[config.mk]
export PLATFORM = sky130hd
export DESIGN_NAME = mem_line_arbiter
export DESIGN_NICKNAME = d
export VERILOG_FILES = /design/src/rtl/mem_line_arbiter.sv
export SDC_FILE = /design/constraint.sdc
export NUM_CORES = 1
export LEC_CHECK = 0
export BUFFER_PORTS_ARGS = -buffer_cell sky130_fd_sc_hd__buf_2
export CAP_MARGIN = 20
export CORE_AREA = 2 2 106 108
export CTS_CLUSTER_DIAMETER = 200
export DETAILED_ROUTE_END_ITERATION = 8
export DIE_AREA = 0 0 108 110
export PLACE_DENSITY = 0.7
export RECOVER_POWER = 50
export SYNTH_ARGS = -nofsm -noshare
export SYNTH_HDL_FRONTEND = slang
export SYNTH_SLANG_ARGS = --single-unit
[constraint.sdc]
create_clock -name clk -period 4.4 [get_ports clk]
set_clock_uncertainty 0.2 [all_clocks]
set_input_delay 0.22 -clock clk [delete_from_list [all_inputs] [get_ports clk]]
set_output_delay 0.22 -clock clk [all_outputs]
set_load 0.005 [all_outputs]
[src/rtl/mem_line_arbiter.sv]
`default_nettype none
// ============================================================================
// Module      : mem_line_arbiter
// Description : Shares one backing-memory port between I-cache refill, D-cache
//               writeback and D-cache refill, sequencing one word per beat.
//               Optional ARB_ROUND_ROBIN_EN macro enables I/D round-robin.
// Revision    : 1.0 - initial release
// ============================================================================
module mem_line_arbiter #(
    parameter int IC_WORDS = 8,
    parameter int DC_WORDS = 4
) (
    input  logic                        clk,
    input  logic                        rst_n,
    input  logic                        ic_req,
    input  logic [31:0]                 ic_addr,
    output logic                        ic_valid,
    output logic [$clog2(IC_WORDS)-1:0] ic_beat,
    output logic                        ic_done,
    input  logic                        dc_wb_req,
    input  logic [31:0]                 dc_wb_addr,
    input  logic [31:0]                 dc_wb_data,
    input  logic                        dc_fill_req,
    input  logic [31:0]                 dc_fill_addr,
    output logic                        dc_valid,
    output logic [$clog2(DC_WORDS)-1:0] dc_beat,
    output logic                        dc_done,
    output logic [31:0]                 rd_data,
    output logic                        mem_req,
    output logic                        mem_we,
    output logic [31:0]                 mem_addr,
    output logic [31:0]                 mem_wdata,
    input  logic                        mem_ack,
    input  logic [31:0]                 mem_rdata
);

    localparam int c_IC_BW = $clog2(IC_WORDS);
    localparam int c_DC_BW = $clog2(DC_WORDS);
    localparam int c_BW    = (c_IC_BW > c_DC_BW) ? c_IC_BW : c_DC_BW;

    localparam logic [31:0]     c_IC_MASK = ~(32'(IC_WORDS * 4) - 32'd1);
    localparam logic [31:0]     c_DC_MASK = ~(32'(DC_WORDS * 4) - 32'd1);
    localparam logic [c_BW-1:0] c_IC_LAST = c_BW'(IC_WORDS - 1);
    localparam logic [c_BW-1:0] c_DC_LAST = c_BW'(DC_WORDS - 1);
    localparam logic [c_BW-1:0] c_ONE     = c_BW'(1);

    localparam logic [1:0] c_IDLE   = 2'd0;
    localparam logic [1:0] c_D_WB   = 2'd1;
    localparam logic [1:0] c_D_FILL = 2'd2;
    localparam logic [1:0] c_I_FILL = 2'd3;

    logic [1:0]      r_state;
    logic [c_BW-1:0] r_beat;
    logic [31:0]     r_base;

    logic        w_active;
    logic        w_last;
    logic        w_line_end;
    logic        w_chain;
    logic        w_d_pending;
    logic        w_pick_d;
    logic [1:0]  w_grant_state;
    logic [31:0] w_grant_base;

    assign w_active    = (r_state != c_IDLE);
    assign w_last      = (r_state == c_I_FILL) ? (r_beat == c_IC_LAST) : (r_beat == c_DC_LAST);
    assign w_line_end  = w_active && mem_ack && w_last;
    // A fill waiting behind a writeback follows it without returning to IDLE.
    assign w_chain     = (r_state == c_D_WB) && dc_fill_req;
    assign w_d_pending = dc_wb_req || dc_fill_req;

`ifdef ARB_ROUND_ROBIN_EN
    localparam logic c_OWNER_I = 1'b0;
    localparam logic c_OWNER_D = 1'b1;

    logic r_last_owner;

    // D side yields only when the I-cache is waiting and D owned the port last.
    assign w_pick_d = w_d_pending && !(ic_req && (r_last_owner == c_OWNER_D));

    always_ff @(posedge clk or negedge rst_n) begin
        if (!rst_n) begin
            r_last_owner <= c_OWNER_I;
        end else if (w_line_end && !w_chain) begin
            r_last_owner <= (r_state == c_I_FILL) ? c_OWNER_I : c_OWNER_D;
        end
    end
`else
    assign w_pick_d = w_d_pending;
`endif

    always_comb begin
        w_grant_state = c_IDLE;
        w_grant_base  = r_base;
        if (w_pick_d && dc_wb_req) begin
            w_grant_state = c_D_WB;
            w_grant_base  = dc_wb_addr & c_DC_MASK;
        end else if (w_pick_d && dc_fill_req) begin
            w_grant_state = c_D_FILL;
            w_grant_base  = dc_fill_addr & c_DC_MASK;
        end else if (ic_req) begin
            w_grant_state = c_I_FILL;
            w_grant_base  = ic_addr & c_IC_MASK;
        end
    end

    always_ff @(posedge clk or negedge rst_n) begin
        if (!rst_n) begin
            r_state <= c_IDLE;
            r_beat  <= '0;
            r_base  <= '0;
        end else if (r_state == c_IDLE) begin
            r_state <= w_grant_state;
            r_base  <= w_grant_base;
            r_beat  <= '0;
        end else if (mem_ack) begin
            if (w_last) begin
                r_beat <= '0;
                if (w_chain) begin
                    r_state <= c_D_FILL;
                    r_base  <= dc_fill_addr & c_DC_MASK;
                end else begin
                    r_state <= c_IDLE;
                end
            end else begin
                r_beat <= r_beat + c_ONE;
            end
        end
    end

    assign mem_req   = w_active;
    assign mem_we    = (r_state == c_D_WB);
    assign mem_addr  = w_active ? (r_base + {{(30-c_BW){1'b0}}, r_beat, 2'b00}) : 32'd0;
    assign mem_wdata = mem_we ? dc_wb_data : 32'd0;

    assign ic_valid = (r_state == c_I_FILL) && mem_ack;
    assign dc_valid = (r_state == c_D_FILL) && mem_ack;
    assign ic_beat  = (r_state == c_I_FILL) ? r_beat[c_IC_BW-1:0] : '0;
    assign dc_beat  = ((r_state == c_D_WB) || (r_state == c_D_FILL)) ? r_beat[c_DC_BW-1:0] : '0;
    assign ic_done  = ic_valid && w_last;
    assign dc_done  = (dc_valid || (mem_we && mem_ack && !dc_fill_req)) && w_last;
    assign rd_data  = ((r_state == c_I_FILL) || (r_state == c_D_FILL)) ? mem_rdata : 32'd0;

endmodule
`default_nettype wire

==> flow_metrics.py <==
metrics = {
    "outcome": {
        "outcome": "finished, violations left",
        "violations": "max-capacitance violations, max-slew violations",
    },
    "critical_path": {
        "cp.arrival_ns": 2.83,
        "cp.required_ns": 3.98,
        "critPathSlowestCell": "or4_1",
        "cpPeakStageDelay_ns": 0.70,
        "regToRegEndpoint": "r_base[7]",
        "r2r_slack_ns": 1.23,
        "worst-path-max-fanout": 18,
        "r2r_start": "r_state[1]",
        "critical_path.cell_chain": "ha_1 > and4_2 > nand4_1 > or4_1 > a21oi_1 > buf_2",
        "end_kind": "output pin",
        "cp-start-kind": "flop",
        "cp_top_family": "simple AND/OR/NAND/NOR gates",
        "worstSetupPathType": "reg -> out",
        "crit_buf_inv": 1,
        "ff2ff_path_depth": 7,
    },
    "timing": {
        "setup_viol": 0,
        "timing.setup.tns_ns": 0,
        "fin_crit_sh": 0.739,
        "maxSlewHeadroom": -0.282,
        "rsz0062_at_grt": "false",
        "worstMarginPinSlew_ns": 1.92,
        "finalHoldViolCount": 0,
        "holdWs_ns": 0.0707,
        "period_needed_ns": 3.25,
        "fmax_mhz": 308,
        "final-max-slew-violation-count": 34,
    },
    "yosys": {
        "yosysUniqueCellTypes": 44,
        "synth_seq_cells": 33,
        "syn_inst": 402,
        "ys_seq_area_frac": 0.254,
        "avgSynthCellArea_um2": 8.09,
        "ys_async_sr_fraction": 1.00,
        "synth_area_um2": 3250,
        "synth_edf_count": 0,
        "synth_flop_cell": "dfrtp_1",
        "yosysWarningCount": 0,
    },
    "grt": {
        "grt_max_degree": 37,
        "grt_pass1_wl_um": 17900,
        "antenna_found_initial": 0,
        "overflow": 0,
        "grt_pass1_vias": 3768,
        "grt_use_total": 0.188,
    },
    "place": {
        "portBuffers": 257,
        "place_area_um2": 4600,
        "dp_hpwl_um": 9490,
        "place_congestion": 0.780,
    },
    "routing": {
        "vias": 3941,
        "final_antenna_net_count": 0,
        "post_drt_via_cell_ratio": 5.05,
        "drt-total-wl_um": 12000,
        "wl_per_cell_um": 15.4,
        "drt_iter0_markers": 189,
        "drt-pass1-iter-count": 4,
        "drc": 0,
    },
    "power": {
        "p_per_area_nw_per_um2": 559,
        "p_clk_frac": 0.085,
        "seq_power_share": 0.253,
        "sw_frac_of_total": 0.467,
        "pwr-share-comb": 0.662,
        "p_sw_mw": 1.21,
        "peakVddDrop_mv": 0.419,
        "p_leak_nw": 2.19,
        "p_int_mw": 1.38,
        "finalPower_mw": 2.60,
    },
    "finish": {
        "final_core_util": 0.434,
        "syn2layout_area_growth_pct": 43.0,
        "drive_gt1_frac": 0.417,
        "fillerInstances": 1107,
        "stdcell_area_um2": 4650,
        "antennaDiodeCount": 0,
        "finalNetCount": 813,
    },
    "clocking": {
        "cts-htree-levels": 2,
        "tritoncts": "done",
        "cts_inserted_buffers": 5,
        "clkTransAtPathRegs_ns": 0.07,
        "ctsResizeCount": 0,
        "clkLatencyLatePin_ns": 0.28,
        "cts_root_buffer": "clkbuf_8",
        "clock-sinks": 33,
        "clockBufferDepth": 2,
    },
    "min_path": {
        "worstHoldPathCells": 3,
        "hold_path_end": "r_state[0]",
        "hold_class": "in -> reg",
        "hp-start": "ic_req",
    },
    "run": {
        "max_cap_viol_count": 1,
    },
    "die": {
        "die_area_um2": 11900,
        "rows": 38,
        "die_w_um": 108,
        "dieHeight_um": 110,
        "start_util": 0.304,
        "coreArea_um2": 10700,
        "io-pin-count": 273,
    },
}
==> registers in the layout, indices dropped and copies added, names as in the netlist <==
| register | flops |
|---|---|
| r_beat | 3 |
| r_state | 2 |
| r_base | 28 |
==> worst register-to-register path, cell delays in order (launching register included) <==
cell and delay [ns]:
dfrtp_1 0.43, inv_1 0.10, ha_1 0.33, clkbuf_1 0.59, a31oi_1 0.12, o21ai_2 0.52, buf_4 0.38, mux2_2 0.38
==> cells in the mapped netlist (2+ instances only) <==
library cell   n  area, µm²
a22oi_1       54        405
and2_1        40        250
nor2b_1       39        244
o21ai_0       34        170
dfrtp_1       33        826
mux2_2        30        338
clkbuf_1      24       90.1
a21oi_1       19       95.1
nor2_1        18       67.6
o31ai_1       11       82.6
or4_1         11       82.6
inv_1         10       37.5
nand2_1       10       37.5
nand3_1        9       45.0
ha_1           8        100
xnor2_1        5       43.8
buf_1          4       15.0
or3_1          4       25.0
xor2_1         4       35.0
buf_2          3       15.0
nand4_1        3       18.8
and4_1         2       17.5
buf_4          2       15.0
mux2i_1        2       20.0
nor3_1         2       10.0
nor3b_1        2       15.0
or2_2          2       12.5
==> timing repair <==
item | in CTS | in global routing
hold buffers | 1 | 0
hold endpoints to repair | 33 | 0
setup buffers | 0 | 0
==> metrics by stage <==
stage	instances	worst slack (ns)
floorplan	403	1.95
global placement	770	1.46
detailed placement	770	1.33
CTS	779	1.17
global route	780	0.943
finish	780	1.15
==> power by group through the flow <==
stage	Combinational (mW)	Sequential [mW]	Clock (mW)
final	1.72	0.658	0.220
after floorplan	1.10	0.603	0
after global routing	1.93	0.692	0.243
after CTS	1.78	0.656	0.230
after detailed placement	1.77	0.660	0
after global placement	1.73	0.649	0
==> placed cells by master (no fill, tap or decap), types with 5 or more instances in the layout <==
| master | Yosys | final |
|---|---|---|
| buf_2 | 3 | 214 |
| a22oi_1 | 54 | 54 |
| clkbuf_1 | 24 | 41 |
| nor2b_1 | 39 | 38 |
| and2_1 | 40 | 36 |
| o21ai_0 | 34 | 34 |
| dfrtp_1 | 33 | 33 |
| mux2_2 | 30 | 30 |
| a21oi_1 | 19 | 19 |
| nor2_1 | 18 | 18 |
| o31ai_1 | 11 | 11 |
| or4_1 | 11 | 11 |
| inv_1 | 10 | 10 |
| nand2_1 | 10 | 10 |
| nand3_1 | 9 | 9 |
| ha_1 | 8 | 8 |
| xnor2_1 | 5 | 5 |
| clkbuf_8 | 0 | 5 |
| clkbuf_2 | 0 | 5 |
==> how the worst max path moves through the flow <==
| stage | slack (ns) | startpoint | cells after the start | endpoint |
|---|---|---|---|---|
| finish | 1.15 | r_beat[2] | 6 | mem_addr[30] |
| global route | 0.94 | r_state[1] | 7 | r_base[6] |
| CTS | 1.17 | r_beat[2] | 6 | mem_addr[30] |
| detailed placement | 1.33 | r_state[1] | 6 | r_base[28] |
| global placement | 1.46 | r_state[1] | 6 | r_base[13] |
| floorplan | 1.95 | r_state[0] | 7 | r_base[10] |
==> routing by layer <==
layer  vias up  global-route usage  wire length [µm]
li1       1938                   -                 -
met1      1848               0.245              5100
met2       149               0.324              6020
met3         6              0.0359               832
met4         0              0.0421                67
met5         -                   0                 0
==> logic make-up (layout without fill, tap and decap cells) <==
kind of cell | after synthesis | count (layout) | synth area share
XOR/XNOR | 9 | 9 | 0.0242
other | 1 | 2 | 0.00115
AO/OA/AOI/OAI | 125 | 125 | 0.249
buffers and inverters | 44 | 281 | 0.0566
multiplexers | 32 | 32 | 0.110
AND/OR/NAND/NOR | 150 | 150 | 0.274
flip-flops | 33 | 33 | 0.254
adder cells (fa/ha/maj) | 8 | 8 | 0.0308
==> final cells by class <==
cell class | count | area, µm² | area share
Multi-Input combinational cell | 326 | 2250 | 0.484
Timing Repair Buffer | 263 | 1280 | 0.275
Sequential cell | 33 | 826 | 0.178
Tap cell | 140 | 175 | 0.0377
Clock buffer | 6 | 72.6 | 0.0156
Inverter | 10 | 37.5 | 0.00808
Clock inverter | 2 | 10.0 | 0.00215
(Power assumes the default switching activity.)
